<file path="config.mk">
export PLATFORM = sky130hd
export DESIGN_NAME = divider_pipelined
export DESIGN_NICKNAME = d
export VERILOG_FILES = /design/src/rtl/divider_pkg.sv /design/src/rtl/divider_stage.sv /design/src/rtl/divider_pipelined.sv
export SDC_FILE = /design/constraint.sdc
export NUM_CORES = 2
export LEC_CHECK = 0
export BUFFER_PORTS_ARGS = -buffer_cell sky130_fd_sc_hd__buf_2
export CORE_MARGIN = 2
export CORE_UTILIZATION = 60
export CTS_CLUSTER_DIAMETER = 150
export DETAILED_ROUTE_END_ITERATION = 10
export PLACE_DENSITY_LB_ADDON = 0.15
export SKIP_LAST_GASP = 1
export SYNTH_ARGS = -nofsm -noshare
export SYNTH_HDL_FRONTEND = slang
export SYNTH_SLANG_ARGS = --single-unit
</file>
<file path="constraint.sdc">
create_clock -name clk -period 14 [get_ports clk]
set_clock_uncertainty 0.1 [all_clocks]
set_input_delay 0.7 -clock clk [delete_from_list [all_inputs] [get_ports clk]]
set_output_delay 0.7 -clock clk [all_outputs]
set_load 0.01 [all_outputs]
</file>
<file path="src/rtl/divider_pkg.sv">
// Shared constants for the pipelined restoring divider.
// Optional feature macro: DIVIDER_DBZ_EN (divide-by-zero flag pipeline).
package divider_pkg;

    // Default operand width, shared with the multiplier datapath
    localparam int WIDTH_DEFAULT = 16;

    // Edges from operand sample to registered result: one stage per quotient bit
    function automatic int unsigned latency(input int unsigned width);
        return width;
    endfunction

    localparam int unsigned LATENCY = latency(WIDTH_DEFAULT);

endpackage

</file>
<file path="src/rtl/divider_stage.sv">
// One combinational restoring-division step: shift in a dividend bit,
// trial-subtract the divisor, keep or restore, emit one quotient bit.
module divider_stage
    import divider_pkg::*;
#(
    parameter int WIDTH = WIDTH_DEFAULT
) (
    input  logic [WIDTH:0]   rem_in,
    input  logic             dbit,
    input  logic [WIDTH-1:0] div,
    output logic [WIDTH:0]   rem_out,
    output logic             qbit
);

    logic [WIDTH+1:0] shifted;

    // Shift, compare against the divisor, select difference or restored value
    always_comb begin
        shifted = {rem_in, dbit};
        qbit    = (shifted >= {2'b00, div});
        rem_out = qbit ? (WIDTH+1)'(shifted - {2'b00, div}) : shifted[WIDTH:0];
    end

endmodule

</file>
<file path="src/rtl/divider_pipelined.sv">
// Fully pipelined unsigned restoring divider: stage 0 registers the
// operands, stages 1..WIDTH each resolve one quotient bit MSB first.
// Optional feature macro: DIVIDER_DBZ_EN adds a piped b==0 flag on dbz.
module divider_pipelined
    import divider_pkg::*;
#(
    parameter int WIDTH = WIDTH_DEFAULT
) (
    input  logic             clk,
    input  logic             rst,
    input  logic             ce,
    input  logic             valid_in,
    input  logic [WIDTH-1:0] a,
    input  logic [WIDTH-1:0] b,
    output logic             valid_out,
    output logic [WIDTH-1:0] q,
`ifdef DIVIDER_DBZ_EN
    output logic             dbz,
`endif
    output logic [WIDTH-1:0] r
);

    // Stage 0 (input register)
    logic [WIDTH-1:0] a0_q, b0_q;
    logic             v0_q;

    // Stages 1..WIDTH pipeline registers; dividend and divisor are not
    // needed after the last stage so their arrays stop at WIDTH-1
    logic [WIDTH:0]   rem_q [1:WIDTH];
    logic [WIDTH-1:0] quo_q [1:WIDTH];
    logic             val_q [1:WIDTH];
    logic [WIDTH-1:0] dvd_q [1:WIDTH-1];
    logic [WIDTH-1:0] div_q [1:WIDTH-1];

    // Per-stage inputs (previous register) and combinational results
    logic [WIDTH:0]   src_rem [1:WIDTH];
    logic [WIDTH-1:0] src_quo [1:WIDTH];
    logic [WIDTH-1:0] src_dvd [1:WIDTH];
    logic [WIDTH-1:0] src_div [1:WIDTH];
    logic             src_val [1:WIDTH];
    logic [WIDTH:0]   rem_nxt [1:WIDTH];
    logic [WIDTH-1:0] quo_nxt [1:WIDTH];
    logic             qbit    [1:WIDTH];

`ifdef DIVIDER_DBZ_EN
    logic z0_q;
    logic dbz_q   [1:WIDTH];
    logic src_dbz [1:WIDTH];
`endif

    // Input register: capture operands and valid on enabled edges
    always_ff @(posedge clk) begin
        if (rst) begin
            a0_q <= '0;
            b0_q <= '0;
            v0_q <= 1'b0;
        end else if (ce) begin
            a0_q <= a;
            b0_q <= b;
            v0_q <= valid_in;
        end
    end

`ifdef DIVIDER_DBZ_EN
    // Input register for the divide-by-zero flag
    always_ff @(posedge clk) begin
        if (rst)
            z0_q <= 1'b0;
        else if (ce)
            z0_q <= (b == '0);
    end
`endif

    for (genvar j = 1; j <= WIDTH; j++) begin : g_stage
        if (j == 1) begin : g_first
            assign src_rem[j] = '0;
            assign src_quo[j] = '0;
            assign src_dvd[j] = a0_q;
            assign src_div[j] = b0_q;
            assign src_val[j] = v0_q;
`ifdef DIVIDER_DBZ_EN
            assign src_dbz[j] = z0_q;
`endif
        end else begin : g_next
            assign src_rem[j] = rem_q[j-1];
            assign src_quo[j] = quo_q[j-1];
            assign src_dvd[j] = dvd_q[j-1];
            assign src_div[j] = div_q[j-1];
            assign src_val[j] = val_q[j-1];
`ifdef DIVIDER_DBZ_EN
            assign src_dbz[j] = dbz_q[j-1];
`endif
        end

        divider_stage #(.WIDTH(WIDTH)) u_stage (
            .rem_in  (src_rem[j]),
            .dbit    (src_dvd[j][WIDTH-j]),
            .div     (src_div[j]),
            .rem_out (rem_nxt[j]),
            .qbit    (qbit[j])
        );

        // Earlier stages only set higher bits, so OR-ing places bit WIDTH-j
        assign quo_nxt[j] = src_quo[j] | (WIDTH'(qbit[j]) << (WIDTH - j));

        // Stage register: remainder, quotient and valid advance on enabled edges
        always_ff @(posedge clk) begin
            if (rst) begin
                rem_q[j] <= '0;
                quo_q[j] <= '0;
                val_q[j] <= 1'b0;
            end else if (ce) begin
                rem_q[j] <= rem_nxt[j];
                quo_q[j] <= quo_nxt[j];
                val_q[j] <= src_val[j];
            end
        end

        if (j < WIDTH) begin : g_carry
            // Carry dividend and divisor forward for the remaining stages
            always_ff @(posedge clk) begin
                if (rst) begin
                    dvd_q[j] <= '0;
                    div_q[j] <= '0;
                end else if (ce) begin
                    dvd_q[j] <= src_dvd[j];
                    div_q[j] <= src_div[j];
                end
            end
        end

`ifdef DIVIDER_DBZ_EN
        // Divide-by-zero flag travels with its operand pair
        always_ff @(posedge clk) begin
            if (rst)
                dbz_q[j] <= 1'b0;
            else if (ce)
                dbz_q[j] <= src_dbz[j];
        end
`endif
    end

    assign valid_out = val_q[WIDTH];
    assign q         = quo_q[WIDTH];
    assign r         = rem_q[WIDTH][WIDTH-1:0];
`ifdef DIVIDER_DBZ_EN
    assign dbz       = dbz_q[WIDTH];
`endif

endmodule

</file>
==> results.json <==
{
  "dpl-instance-area_um2": 45000,
  "grt_pass1_wl_um": 138000,
  "startpoint_type": "flip-flop",
  "nFillCells": 5666,
  "critical_path_class": "flip-flop to flip-flop",
  "synth_seq_cells": 816,
  "die_h_um": 274,
  "clockBufferDepth": 3,
  "grt_pass1_vias": 27341,
  "vias": 28316,
  "cellPowerDensity_nw_per_um2": 156,
  "syn_avg_cell_area_um2": 11.1,
  "cts_root_buf": "clkbuf_16",
  "setup_violations": 0,
  "placedCellCount": 4867,
  "port_buffers": 68,
  "cts_setup_buffers": 0,
  "avgRoutedWirePerCell_um": 17.0,
  "final_util_pct": 65.9,
  "core_area_um2": 72600,
  "endpoint_kind": "flip-flop",
  "drc": 0,
  "r2r_cells": 12,
  "insertion_delay_ns": 0.64,
  "dp_hpwl_um": 59400,
  "max_freq_mhz": 246,
  "drt_iter0_drc": 1897,
  "dieArea_um2": 75200,
  "syn_area_um2": 43800,
  "hold_path_depth": 3,
  "grt_max_degree": 191,
  "regArea_um2": 24200,
  "instances_no_fill": 5026,
  "cts_htree_levels": 3,
  "ios": 69,
  "synth.net_count": 4248,
  "worst_slack_ns": 9.93,
  "gr-total-overflow": 0,
  "drive_above_1_share_pct": 6.57,
  "fin_nets": 4289,
  "core.rowCount": 99,
  "fin_area_um2": 47900,
  "cts_sinks": 816,
  "cts_tree": "built",
  "worstPathRequired_ns": 14.25,
  "totalNegativeSetupSlack_ns": 0,
  "post_cts_resized": 0,
  "cts_hold_buffers": 0,
  "cap_violations": 0,
  "synthCells": 3955,
  "maxSlewHeadroom_pct": 20.2,
  "multi_input_area_um2": 17900,
  "synth-edff-count": 783,
  "post-place-ws_ns": 9.58,
  "regToRegEndpoint": "rem_q[0][242]$_SDFFCE_PN0P_",
  "die_x_um": 274,
  "report.final.slew_viol_count": 0,
  "start_util_pct": 60.3,
  "finalWeightedCongestion": 0.896,
  "grt_use_total_pct": 22.8,
  "cp.arrival_ns": 4.32,
  "fin_crit_ns": 4.07,
  "tightest_slew_ns": 1.20,
  "hp-start": "valid_in",
  "synthArstFlopShare_pct": 0,
  "outcome": "finished, final reports clean",
  "yosysWarnings": 0,
  "antenna_cells": 0,
  "layout_worst_path_cycle_share_pct": 29.1,
  "rsz0062_at_grt": "false",
  "dr.pass1.iters": 6,
  "whs_endpoint": "v0_q$_SDFFE_PP0P_",
  "antenna_left": 0,
  "ys_seq_area_share_pct": 55.2,
  "area_growth_pct": 9.29,
  "synthFlopType": "edfxtp_1",
  "clkTransAtPathRegs_ns": 0.06,
  "ir_drop_mv": 0.116,
  "synth_cell_types": 86,
  "reg2reg_from": "dvd_q[0][210]$_SDFFCE_PN0P_",
  "hp-class": "input port to flip-flop",
  "power_leakage_uw": 0.0196,
  "path_max_fanout": 22,
  "layout_common_cells": "edfxtp_1, nor2_1, inv_1, and2_1, ha_1",
  "wirelength_um": 85600,
  "antenna_found_initial": 0,
  "viasPerCell": 5.63,
  "rrSetupSlack_ns": 9.93,
  "layout_commonest_cell": "edfxtp_1",
  "hold_viol": 0,
  "numCtsBuffers": 86
}
cell usage after synthesis (all sizes together) (11+ instances only):
master	instances	area, µm²
o21a	46	345
fa	15	300
clkbuf	104	390
nand4	30	188
nand3	60	300
o21ai	130	662
a21boi	11	82.6
nor2b	36	225
and2	302	1890
a211oi	56	445
nor4	16	100
nor3	66	335
ha	242	3030
or3	21	131
o21bai	20	150
inv	316	1190
o211ai	11	87.6
a21o	91	683
dfxtp	33	661
a31oi	22	144
xnor2	117	1020
a21oi	232	1170
o31ai	28	210
xor2	54	473
or2	20	125
edfxtp	783	23500
a2111oi	14	123
nor2	579	2180
buf	30	174
mux2i	156	1560
and3	26	163
nand2	147	552
nand2b	24	150
cell families (layout without fill, tap and decap cells):
family / Yosys count / in the layout / share of synthesized area (%)
and+or+nand+nor: 1363 / 1363 / 15.2
DFF: 816 / 816 / 55.2
AOI/OAI and AO/OA: 739 / 739 / 11.0
buffers and inverters: 453 / 565 / 4.02
adders and majority gates: 257 / 257 / 7.60
xor gates and xnor gates: 171 / 171 / 3.42
muxes: 156 / 156 / 3.57
how the worst max path moves through the flow:
stage                                 from                          end  cells after the start
4_1_cts        dvd_q[0][210]$_SDFFCE_PN0P_  rem_q[0][239]$_SDFFCE_PN0P_                     12
3_5_place_dp                           rst  rem_q[0][179]$_SDFFCE_PN0P_                      6
2_1_floorplan                           ce  div_q[0][100]$_SDFFCE_PN0P_                      3
5_1_grt        dvd_q[0][210]$_SDFFCE_PN0P_  rem_q[0][241]$_SDFFCE_PN0P_                     12
3_3_place_gp                           rst  rem_q[0][179]$_SDFFCE_PN0P_                      7
6_report       dvd_q[0][210]$_SDFFCE_PN0P_  rem_q[0][242]$_SDFFCE_PN0P_                     12
layer usage:
metal | part of all wire (%) | vias up | GRT usage (%)
met4 | 2.9 | 0 | 7.21
li1 | - | 14246 | -
met1 | 43 | 13380 | 29.0
met3 | 3.7 | 174 | 3.26
met5 | 0 | - | 0
met2 | 51 | 516 | 40.3
where the power goes:
part / internal (µW) / switching [µW]
Sequential: 2960 / 122
Combinational: 902 / 1240
Clock: 1290 / 964
Total: 5150 / 2320
final cells by class:
cell class	count	area share (%)
Sequential cell	816	50.5
Multi-Input combinational cell	2686	37.4
Clock buffer	106	4.79
Tap cell	959	2.51
Inverter	319	2.50
Timing Repair Buffer	87	1.17
Clock inverter	53	1.10
flip-flops by register name (all words and copies together) (netlist names):
| signal | cells |
|---|---|
| rem_q | 271 |
| div_q | 240 |
| quo_q | 136 |
| dvd_q | 120 |
| a0_q | 16 |
| b0_q | 16 |
| val_q | 16 |
| v0_q | 1 |
worst max-delay path, cell delays in order, from the launching register on:
cell      delay (ns)
edfxtp_1        0.39
inv_1           0.07
ha_1            0.15
inv_1           0.05
fa_1            0.41
a211oi_1        0.32
o21bai_1        0.17
a2111o_1        0.42
a32oi_1         0.28
a21oi_1         0.12
nor2_2          0.93
mux2i_1         0.30
nor2_1          0.06
stage by stage:
step | hold slack [ns] | power (µW)
global placement | 0.371 | 5220
CTS | 0.144 | 7510
detailed placement | 0.377 | 5250
finish | 0.181 | 7470
floorplan | 0.352 | 4830
global route | 0.157 | 7880
(Power assumes the default switching activity.)
